**src/rtl/dec_byte_serializer.sv**
```systemverilog
// dec_byte_serializer: tracks issued decrypter cycles, buffers plaintext words and streams them out MSB byte first
module dec_byte_serializer #(
  parameter int N       = 256,
  parameter int LATENCY = 5,
  parameter int DEPTH   = 4
) (
  input  logic                     clock,
  input  logic                     reset_n,
  input  logic                     issue_valid,
  output logic                     issue_ready,
  input  logic [N-1:0]             dec_data,
  output logic [7:0]               byte_out,
  output logic                     byte_valid,
  input  logic                     byte_ready,
  output logic                     byte_last,
  output logic                     overflow,
  output logic [$clog2(DEPTH):0]   credits
);
  localparam int NB = N / 8;
  localparam int AW = $clog2(DEPTH);
  localparam int CW = AW + 1;
  localparam int BW = (NB > 1) ? $clog2(NB) : 1;
  localparam logic [BW-1:0] LAST_BYTE = BW'(NB - 1);
  localparam logic [0:0] IDLE = 1'b0;
  localparam logic [0:0] SEND = 1'b1;
  logic [0:0]     state;
  logic [LATENCY:0] vline;
  logic [N-1:0]   mem [DEPTH];
  logic [AW-1:0]  wr_ptr, rd_ptr;
  logic [CW-1:0]  count, count_nxt;
  logic [BW-1:0]  bcnt;
  logic [N-1:0]   head, shifted;
  logic           accept, wr_en, fire, pop;
  assign fire        = byte_valid && byte_ready;
  assign pop         = fire && byte_last;
  assign issue_ready = (credits != '0) || pop;
  assign accept      = issue_valid && issue_ready;
  assign wr_en       = vline[LATENCY];
  assign count_nxt   = count + CW'(wr_en) - CW'(pop);
  assign head        = mem[rd_ptr];
  assign shifted     = head << {bcnt, 3'b000};
  assign byte_valid  = (state == SEND);
  assign byte_out    = byte_valid ? shifted[N-1 -: 8] : 8'h00;
  assign byte_last   = byte_valid && (bcnt == LAST_BYTE);
  // Issue tracking: dec_data for an issue sampled at edge k is valid in the cycle after edge k+LATENCY
  always_ff @(posedge clock or negedge reset_n)
    if (!reset_n) vline <= '0;
    else vline <= {vline[LATENCY-1:0], accept};
  // Word FIFO: a write and a pop in the same cycle are both honoured
  always_ff @(posedge clock or negedge reset_n)
    if (!reset_n) begin
      mem    <= '{default: '0};
      wr_ptr <= '0;
      rd_ptr <= '0;
      count  <= '0;
    end else begin
      if (wr_en) mem[wr_ptr] <= dec_data;
      wr_ptr <= wr_en ? wr_ptr + AW'(1) : wr_ptr;
      rd_ptr <= pop ? rd_ptr + AW'(1) : rd_ptr;
      count  <= count_nxt;
    end
  // Output FSM and byte counter: stays in SEND across words so consecutive words have no bubble
  always_ff @(posedge clock or negedge reset_n)
    if (!reset_n) begin
      state <= IDLE;
      bcnt  <= '0;
    end else begin
      state <= (count_nxt != '0) ? SEND : IDLE;
      bcnt  <= fire ? (byte_last ? '0 : bcnt + BW'(1)) : bcnt;
    end
  // Credit accounting: a slot is reserved at issue and released on the last-byte handshake
  always_ff @(posedge clock or negedge reset_n)
    if (!reset_n) begin
      credits  <= CW'(DEPTH);
      overflow <= 1'b0;
    end else begin
      credits  <= credits - CW'(accept) + CW'(pop);
      overflow <= overflow || (issue_valid && !issue_ready);
    end
  // A write into a full FIFO means the credit accounting is broken
  assert property (@(posedge clock) disable iff (!reset_n) !(wr_en && count == CW'(DEPTH)));
endmodule
```
**config.mk**
```make
export PLATFORM = sky130hd
export DESIGN_NAME = dec_byte_serializer
export DESIGN_NICKNAME = d
export VERILOG_FILES = /design/src/rtl/dec_byte_serializer.sv
export SDC_FILE = /design/constraint.sdc
export NUM_CORES = 1
export LEC_CHECK = 0
export BUFFER_PORTS_ARGS = -buffer_cell sky130_fd_sc_hd__buf_2
export CAP_MARGIN = 0
export CORE_ASPECT_RATIO = 0.7
export CORE_UTILIZATION = 45
export DETAILED_ROUTE_END_ITERATION = 6
export PLACE_DENSITY = 0.65
export SLEW_MARGIN = 20
export SYNTH_ARGS = -nofsm -noshare
export SYNTH_HDL_FRONTEND = slang
export SYNTH_SLANG_ARGS = --single-unit
```
**constraint.sdc**
```tcl
create_clock -name clock -period 4.8 [get_ports clock]
set_clock_uncertainty 0.05 [all_clocks]
set_input_delay 0.96 -clock clock [delete_from_list [all_inputs] [get_ports clock]]
set_output_delay 0.96 -clock clock [all_outputs]
set_load 0.05 [all_outputs]
```
==> results of run 1 <==
where the power goes:
part / internal [mW] / switching (mW) / leakage (nW) / total (mW)
combinational: 7.94 / 6.40 / 8.37 / 14.3
clock: 5.03 / 3.54 / 1.79 / 8.57
sequential: 13.4 / 2.45 / 12.2 / 15.9
through the flow:
step | instances | util | setup slack, ns
floorplan | 2926 | - | 1.449
global placement | 4433 | 0.4883 | 0.4568
detailed placement | 4433 | 0.4883 | 0.4438
CTS | 4640 | 0.5253 | 0.008773
global route | 4653 | 0.5269 | -0.001828
finish | 4658 | 0.5270 | 0.06692
timing repair:
action | CTS | global route
pin swaps | 0 | 1
gates cloned | 1 | 1
setup endpoints to repair | 8 | 5
hold endpoints to repair | 0 | 0
buffers inserted | 9 | 9
gates resized for setup | 6 | 8
worst max path at each step:
stage | startpoint | end | slack, ns | depth (start not counted)
final | rd_ptr[0] | byte_out[2] | 0.07 | 7
after global routing | rd_ptr[1] | byte_out[0] | -0.002 | 8
after CTS | bcnt[1] | byte_out[1] | 0.009 | 9
after detailed placement | rd_ptr[0] | byte_out[1] | 0.44 | 6
after global placement | rd_ptr[0] | byte_out[1] | 0.46 | 6
after floorplan | bcnt[0] | credits[2] | 1.45 | 12
state kept, by name, summed over array words and instances, names as in the netlist:
| name | count |
|---|---|
| bcnt | 5 |
| byte_valid | 1 |
| count | 3 |
| credits | 3 |
| mem | 1024 |
| overflow | 1 |
| rd_ptr | 2 |
| vline | 6 |
| wr_ptr | 2 |
final cells by class:
cell class                 count  area [um2]  area share
inverter                       8       32.53   0.0006015
multi-input combinational   1664       19740      0.3650
antenna                        8       20.02   0.0003701
sequential                  1047       26210      0.4847
tap                         1350        1689     0.03123
clock inverter                42       518.0    0.009577
clock buffer                 155        3110     0.05751
timing repair buffer         384        2761     0.05106
cell usage in the layout (no fill, tap or decap), drive strengths merged, types with 15 or more instances in the layout:
cell | synthesis | routed
a22oi | 48 | 48
nand2 | 81 | 81
buf | 60 | 382
dfrtp | 1046 | 1046
o22ai | 16 | 16
o21ai | 15 | 15
clkinv | 2 | 27
mux4 | 224 | 224
mux2i | 107 | 107
clkbuf | 147 | 156
mux2 | 1026 | 1026
a21oi | 24 | 24
cells by family (layout without fill, tap and decap cells):
kind of cell / count (synthesis) / count (layout) / synth area share
AO/OA/AOI/OAI: 162 / 162 / 0.02569
XOR/XNOR: 7 / 7 / 0.001310
adder cells (fa/ha/maj): 10 / 10 / 0.002994
buffers and inverters: 215 / 589 / 0.02008
flip-flops: 1047 / 1047 / 0.5599
multiplexers: 1357 / 1357 / 0.3776
other: 0 / 8 / 0
AND/OR/NAND/NOR: 128 / 128 / 0.01251
synth_stat cells (2+ instances only):
cell	number	area [um2]
a22o_1	4	35.03
nor4_1	8	50.05
buf_1	9	33.78
dfrtp_1	1046	26180
o311a_1	8	80.08
o21ai_0	8	40.04
ha_1	8	100.1
a2111o_1	7	78.83
inv_1	6	22.52
buf_4	20	150.1
xor2_1	2	17.52
and2_1	7	43.79
o21ai_1	7	35.03
fa_1	2	40.04
a221o_1	2	20.02
a41o_1	7	70.07
nand2_1	81	304.0
clkinv_1	2	7.510
nor2b_1	8	50.05
o22ai_1	16	100.1
a21oi_1	24	120.1
and3_1	2	12.51
o211ai_1	8	60.06
xnor2_1	5	43.79
nand4_1	8	50.05
clkbuf_1	147	551.8
buf_2	28	140.1
mux4_2	224	5045
nor2_1	5	18.77
nand2b_1	4	25.02
a221oi_1	14	122.6
a32o_1	4	40.04
buf_6	3	33.78
mux2_2	1026	11550
mux2i_1	107	1071
a22oi_1	48	360.4
metal layers:
layer,vias to the layer above,global-route usage,share of wire
met1,14820,0.3253,0.43
met5,-,0,0.0028
met4,56,0.06360,0.025
li1,11622,-,-
met2,597,0.3870,0.48
met3,264,0.06286,0.059
critical path: cells and delay by family, from the launching register on:
| kind | cells | cell delay, ns |
|---|---|---|
| AO/OA/AOI/OAI | 3 | 1.09 |
| multiplexers | 2 | 1.00 |
| flip-flops | 1 | 0.50 |
| buffers and inverters | 2 | 0.40 |
==> metrics, run 1 <==
flop2flop setup slack 1.05 ns; nets 3481; critical path arrival between 3 and 4 ns; FF-to-FF End credits[2]; port bufs roughly 270; reg2reg start bcnt[0]; clock-pin slew on the worst setup and hold paths around 0.060 ns; dominant synthesized flop cell dfrtp_1; worst-path cell chain buf_4 -> mux4_2 -> mux2i_1 -> a221oi_1 -> a2111o_1 -> o311a_1 -> buf_12; setup TNS 0 ns; Die X around 390 um; die area 105300 um2; WL final approximately 130 mm; Post-Synthesis Cells slightly below 3000; Yosys reg bits about 1000; Fin. Hold Viols 0; Netlist Area Pre-Place 46800 um2; CTS tree yes; final period utilization 0.9861; GRT overflow 0; DRC Markers 0; antenna violations before repair 57; synthesis warning total 0; Worst-Margin Slew ~0.97 ns; Placed Area 50110 um2; die height 271.8 um; hpwl dp 83.94 mm; pin count of the biggest net entering global routing 104; Pwr Total 38.78 mW; Routed WL per cell ~27 um; final period demand of the worst path 4.733 ns; WS Path Type reg2out; share of the yosys chip area belonging to registers 0.5599; Mapped Nets 3196; 1st-pass router iterations 6; status finished clean; R2R depth 13; Req. time, crit path 3.79 ns; Routed Antenna Nets 0; Num CTS Buffers 106; asr flop ratio synth 1.000; CP max FO 7; type of origin of the critical path flop; Slowest cell on crit path a2111o_1; hold buffers post-CTS 0; vias in the first global route roughly 30000; clock tree buffer depth 3; WHS 0.2889 ns; clock sinks ~1000; # rows around 100; CTS Root Cell clkbuf_16; Final setup violation count 0; Max IR drop VDD roughly 370 uV; number of H-tree levels 3; Slew Limit Fails 0; DRT iter0 DRCs 1502; I/O pin cnt 275; # fillers 8195; share of post-route cells with drive strength above 1 0.5536; Max Cap Viol 0; mean number of vias per cell 5.874; worst skew pair latency 0.72 ns; slew margin rel. 0.3545; power density cells 717.0 nW/um2; CP endpoint kind output pin; GPL Wtd Cong approximately 0.80; core area just over 100000 um2; Hold WC Path Type in2async; syn avg cell area 15.99 um2; Max Clk Rate 0.2113 GHz; first-pass GRT wire length 192.8 mm; Worst path max stage delay 0.53 ns; GRT Resource Usage Total 0.2407; area grow syn2layout 15.57%; Post-synth EDFFs 0; fin area 54090 um2; leakage dissipation 22.35 nW; Initial Util 0.4560; total number of vias 27359; Yosys cell types 47
Note: power is estimated with default switching activity, not from simulation.
==> run 2: changes to the inputs <==
Settings changed: CORE_ASPECT_RATIO 0.7 to not set.
==> metrics, run 2 (synthesis results as in run 1) <==
DRT iter0 DRCs 1710 (was 1502); number of flip-flops in the largest register 1024 (unchanged); final period demand of the worst path 4.787 ns (was 4.733 ns); crit-path leading delay family simple AND/OR/NAND/NOR gates (was compound AO/OA/AOI/OAI gates); Worst-Margin Slew 0.9750 ns (was 0.9682 ns); WHS 0.2859 ns (was 0.2889 ns); total number of vias 27422 (was 27359); failing checks design-rule violations; # fillers 8270 (was 8195); Largest Register mem (unchanged); status complete, but fails checks (was finished clean); critical path arrival 3.78 ns (was 3.72 ns); clock-pin slew on the worst setup and hold paths 0.06 ns (about the same); number of H-tree levels 3 (unchanged); I/O pin cnt 275 (unchanged); Largest regs mem x1024, vline x6, bcnt x5 (unchanged); type of origin of the critical path flop (unchanged); mean number of vias per cell 5.834 (was 5.874); DRC Markers 3 (was 0); Num CTS Buffers 112 (was 106); CTS tree yes (unchanged); antenna violations before repair 74 (was 57); worst-path cell chain nor2b_2 -> and2_0 -> buf_4 -> nand4_1 -> o211ai_1 -> o311a_1 -> buf_2 (was buf_4 -> mux4_2 -> mux2i_1 -> a221oi_1 -> a2111o_1 -> o311a_1 -> buf_12); Initial Util 0.4567 (was 0.4560); commonest cells after routing, fill and taps aside dfrtp_1, mux2_2, buf_2 (unchanged); Req. time, crit path 3.79 ns (about the same); Worst path max stage delay 0.62 ns (was 0.53 ns); share of post-route cells with drive strength above 1 0.5572 (was 0.5536); Fin. Hold Viols 0 (unchanged); leakage dissipation 22.40 nW (was 22.35 nW); clock tree buffer depth 3 (unchanged); unrepaired setup endpoints after global routing true; R2R depth 13 (unchanged); core area 102500 um2 (was 102600 um2); final period utilization 0.9974 (was 0.9861); Max Cap Viol 0 (unchanged); GRT overflow 0 (unchanged); worst skew pair latency 0.69 ns (was 0.72 ns); Final setup violation count 0 (unchanged); CP endpoint kind output pin (unchanged); die height 324.5 um (was 271.8 um); setup slack after layout 0.01265 ns (was 0.06692 ns); Die X 324.5 um (was 387.5 um); dpl ws 0.4242 ns (was 0.4438 ns); vias in the first global route 30160 (was 29855); clock sinks 1047 (unchanged); GRT Resource Usage Total 0.2439 (was 0.2407); Max IR drop VDD 670.1 uV (was 367.5 uV); nets 3488 (was 3481); Slew Limit Fails 0 (unchanged); WP buf/inv 2 (unchanged); Routed Antenna Nets 0 (unchanged); CTS Root Cell clkbuf_16 (unchanged); die area 105300 um2 (about the same); pin count of the biggest net entering global routing 105 (was 104); fin area 54210 um2 (was 54090 um2); Slowest cell on crit path dfrtp_2 (was a2111o_1); WL final 127.4 mm (was 125.3 mm); power density cells 722.0 nW/um2 (was 717.0 nW/um2); hpwl dp 88.35 mm (was 83.94 mm); commonest non-fill, non-tap cell in the layout dfrtp_1 (unchanged); Levels on crit path 7 (unchanged); # rows 117 (was 98); Pwr Total 39.14 mW (was 38.78 mW); Placed Area 50170 um2 (was 50110 um2); Layout Utilization 0.5290 (was 0.5270); 1st-pass router iterations 7 (was 6); WS Path Type reg2out (unchanged); first-pass GRT wire length 195.1 mm (was 192.8 mm); port bufs 274 (unchanged); GPL Wtd Cong 0.8968 (was 0.7992); slew margin rel. 0.3500 (was 0.3545); CP max FO 18 (was 7); Routed WL per cell 27.11 um (was 26.90 um); area grow syn2layout 15.82% (was 15.57%); Max Clk Rate 0.2089 GHz (was 0.2113 GHz); Hold WC Path Type in2async (unchanged)
## run 2: worst paths after layout
path                       slack, ns           to     start
max in group asynchronous       3.17     mem[195]   reset_n
min in group clock              0.30     vline[3]  vline[2]
setup reg to reg                0.90   credits[2]   bcnt[0]
hold / removal                  0.29     mem[262]   reset_n
hold reg to reg                 0.30     vline[3]  vline[2]
setup / recovery                0.01  byte_out[7]   bcnt[1]
## run 2: timing repair
| action | 4_1_cts | 5_1_grt |
|---|---|---|
| setup endpoints to repair | 8 | 7 |
| resized for setup | 13 | 8 |
| setup buffers | 5 | 5 |
| hold buffers | 0 | 0 |
| pin swaps | 0 | 0 |
| endpoints found under the hold margin | 0 | 0 |
## run 2: cell type report
cell class / instances / area, um2 / share of cell area
Tap cell: 1368 / 1712 / 0.03158
Clock inverter: 45 / 484.2 / 0.008933
Clock buffer: 166 / 3289 / 0.06068
Sequential cell: 1047 / 26210 / 0.4836
Antenna cell: 17 / 42.54 / 0.0007848
Inverter: 8 / 30.03 / 0.0005540
Timing Repair Buffer: 385 / 2660 / 0.04907
Multi-Input combinational cell: 1664 / 19770 / 0.3648
## run 2: per-stage QoR
stage / TNS [ns] / instances
floorplan: 0 / 2926
global placement: 0 / 4462
detailed placement: 0 / 4462
CTS: 0 / 4678
global route: -0.001922 / 4694
finish: 0 / 4700
## run 2: metal layers
metal	up-vias	global-route usage	part of all wire
met5	-	0	0.0035
li1	11627	-	-
met2	695	0.4125	0.51
met4	70	0.08829	0.034
met1	14727	0.3014	0.39
met3	303	0.06302	0.064
## run 2: where the power goes
group	leakage (nW)	switching, mW	total [mW]	internal [mW]
logic	8.34	6.70	14.4	7.75
registers	12.2	2.48	15.9	13.4
clock network	1.86	3.58	8.79	5.22
==> run 3: changes to the inputs <==
Settings changed: CELL_PAD_IN_SITES_DETAIL_PLACEMENT set to 1, CELL_PAD_IN_SITES_GLOBAL_PLACEMENT set to 1, GPL_TIMING_DRIVEN set to 0, PLACE_DENSITY 0.65 to 0.74, SKIP_CTS_REPAIR_TIMING set to 1.
==> metrics, run 3 (synthesis results as in run 1) <==
die height 324.5 um (unchanged); CTS tree yes (unchanged); Layout Utilization 0.5333 (was 0.5290); DRT iter0 DRCs 1801 (was 1710); Worst path max stage delay 0.47 ns (was 0.62 ns); clock tree buffer depth 3 (unchanged); commonest non-fill, non-tap cell in the layout dfrtp_1 (unchanged); # fillers 9626 (was 8270); Placed Area 50140 um2 (was 50170 um2); DRC Markers 0 (was 3); clock-pin slew on the worst setup and hold paths 0.06 ns (about the same); Routed Antenna Nets 0 (unchanged); clock sinks 1047 (unchanged); Slew Limit Fails 0 (unchanged); commonest cells after routing, fill and taps aside dfrtp_1, mux2_2, buf_2 (unchanged); flop2flop setup slack 0.80 ns (was 0.90 ns); worst skew pair latency 0.70 ns (was 0.69 ns); Slowest cell on crit path dfrtp_1 (was dfrtp_2); Routed WL per cell 30.44 um (was 27.11 um); setup slack after layout -0.005887 ns (was 0.01265 ns); # rows 117 (unchanged); share of post-route cells with drive strength above 1 0.5377 (was 0.5572); critical path arrival 3.80 ns (was 3.78 ns); leakage dissipation 22.42 nW (was 22.40 nW); vias in the first global route 32887 (was 30160); Largest regs mem x1024, vline x6, bcnt x5 (unchanged); WL final 146.7 mm (was 127.4 mm); Req. time, crit path 3.79 ns (about the same); 1st-pass router iterations 5 (was 7); WS Path Type reg2out (unchanged); GRT Resource Usage Total 0.2810 (was 0.2439); power density cells 734.4 nW/um2 (was 722.0 nW/um2); Initial Util 0.4567 (unchanged); hpwl dp 104.2 mm (was 88.35 mm); status complete, but fails checks (unchanged); Fin. Hold Viols 0 (unchanged); Worst-Margin Slew 1.185 ns (was 0.9750 ns); port bufs 274 (unchanged); Num CTS Buffers 114 (was 112); Largest Register mem (unchanged); CTS Root Cell clkbuf_16 (unchanged); CP max FO 10 (was 18); number of flip-flops in the largest register 1024 (unchanged); GRT overflow 0 (unchanged); first-pass GRT wire length 219.7 mm (was 195.1 mm); CP endpoint kind output pin (unchanged); final period utilization 1.001 (was 0.9974); total number of vias 28622 (was 27422); reg2reg start bcnt[3] (was bcnt[0]); FF-to-FF End credits[2] (unchanged); type of origin of the critical path flop (unchanged); Final setup violation count 2 (was 0); fin cells 4818 (was 4700); Pwr Total 40.13 mW (was 39.14 mW); die area 105300 um2 (unchanged); Die X 324.5 um (unchanged); slew margin rel. 0.2102 (was 0.3500); final period demand of the worst path 4.806 ns (was 4.787 ns); number of H-tree levels 3 (unchanged); Max Cap Viol 0 (unchanged); pin count of the biggest net entering global routing 148 (was 105); I/O pin cnt 275 (unchanged); GPL Wtd Cong 0.8829 (was 0.8968); R2R depth 12 (was 13); antenna violations before repair 67 (was 74); Cells after DPL 4576 (was 4462); area grow syn2layout 16.77% (was 15.82%); mean number of vias per cell 5.941 (was 5.834); fin area 54650 um2 (was 54210 um2); Max IR drop VDD 649.2 uV (was 670.1 uV); failing checks negative setup slack (was design-rule violations); worst-path cell chain buf_6 -> buf_4 -> clkbuf_4 -> mux4_2 -> a22oi_1 -> a21oi_1 -> a2111o_1 -> o311a_1 -> buf_2 (was nor2b_2 -> and2_0 -> buf_4 -> nand4_1 -> o211ai_1 -> o311a_1 -> buf_2); core area 102500 um2 (unchanged); Max Clk Rate 0.2081 GHz (was 0.2089 GHz); nets 3593 (was 3488); Hold WC Path Type in2async (unchanged)
[run 3: changes by cell type in the layout (fill, tap and decap cells not counted), moves of 7 or more]
cell      before  now
a221oi_1      10    1
buf_12        31    2
buf_4         74   11
buf_6          3   26
clkbuf_1      29  160
clkbuf_2       0   15
clkbuf_4       0   13
clkbuf_8      23   34
clkinv_2      25   17
diode_2       17   30
nor4_4         0    8
o22ai_1       16    6
o22ai_2        0    7
[run 3: worst max path at each step]
stage	from	endpoint	slack [ns]
finish	bcnt[0]	byte_out[5]	-0.006
global route	bcnt[0]	byte_out[2]	-0.02
detailed placement	bcnt[0]	byte_out[2]	-0.47
global placement	reset_n	mem[107]	-18.14
floorplan	bcnt[0]	credits[2]	1.45
CTS	bcnt[0]	byte_out[2]	-1.25
[run 3: layout make-up]
type | instances | area [um2] | share of cell area
Antenna cell | 30 | 75.07 | 0.001374
Buffer | 206 | 1132 | 0.02072
Clock inverter | 33 | 364.1 | 0.006663
Tap cell | 1368 | 1712 | 0.03132
Timing Repair Buffer | 282 | 1609 | 0.02944
Sequential cell | 1047 | 26200 | 0.4795
Inverter | 8 | 33.78 | 0.0006182
Clock buffer | 180 | 3462 | 0.06335
Multi-Input combinational cell | 1664 | 20060 | 0.3670
[run 3: power by group]
| group | internal, mW | switching (mW) | total [mW] |
|---|---|---|---|
| clock | 5.25 | 3.65 | 8.90 |
| sequential | 13.4 | 2.46 | 15.9 |
| combinational | 7.80 | 7.56 | 15.4 |
| total | 26.5 | 13.7 | 40.1 |
[run 3: layer usage]
metal | part of all wire | GRT usage | wire [um]
met1 | 0.40 | 0.3594 | 58430
met2 | 0.50 | 0.4671 | 73250
met3 | 0.062 | 0.05801 | 9115
met4 | 0.038 | 0.1147 | 5574
met5 | 0.0022 | 0 | 318
[run 3: worst max-delay path, delay by kind of cell (launching register included)]
kind,cells,cell delay [ns]
multiplexers,1,0.37
AO/OA/AOI/OAI,4,1.08
flip-flops,1,0.47
buffers and inverters,4,1.15
[run 3: per-stage QoR]
step	setup TNS, ns	hold WS (ns)	worst slack (ns)
after floorplan	0	0.2812	1.449
after global placement	-	0.2943	-18.14
after detailed placement	-1.942	0.2870	-0.4694
after CTS	-8.178	0.1751	-1.254
after global routing	-0.03322	0.1867	-0.01815
final	-0.009688	0.1752	-0.005887
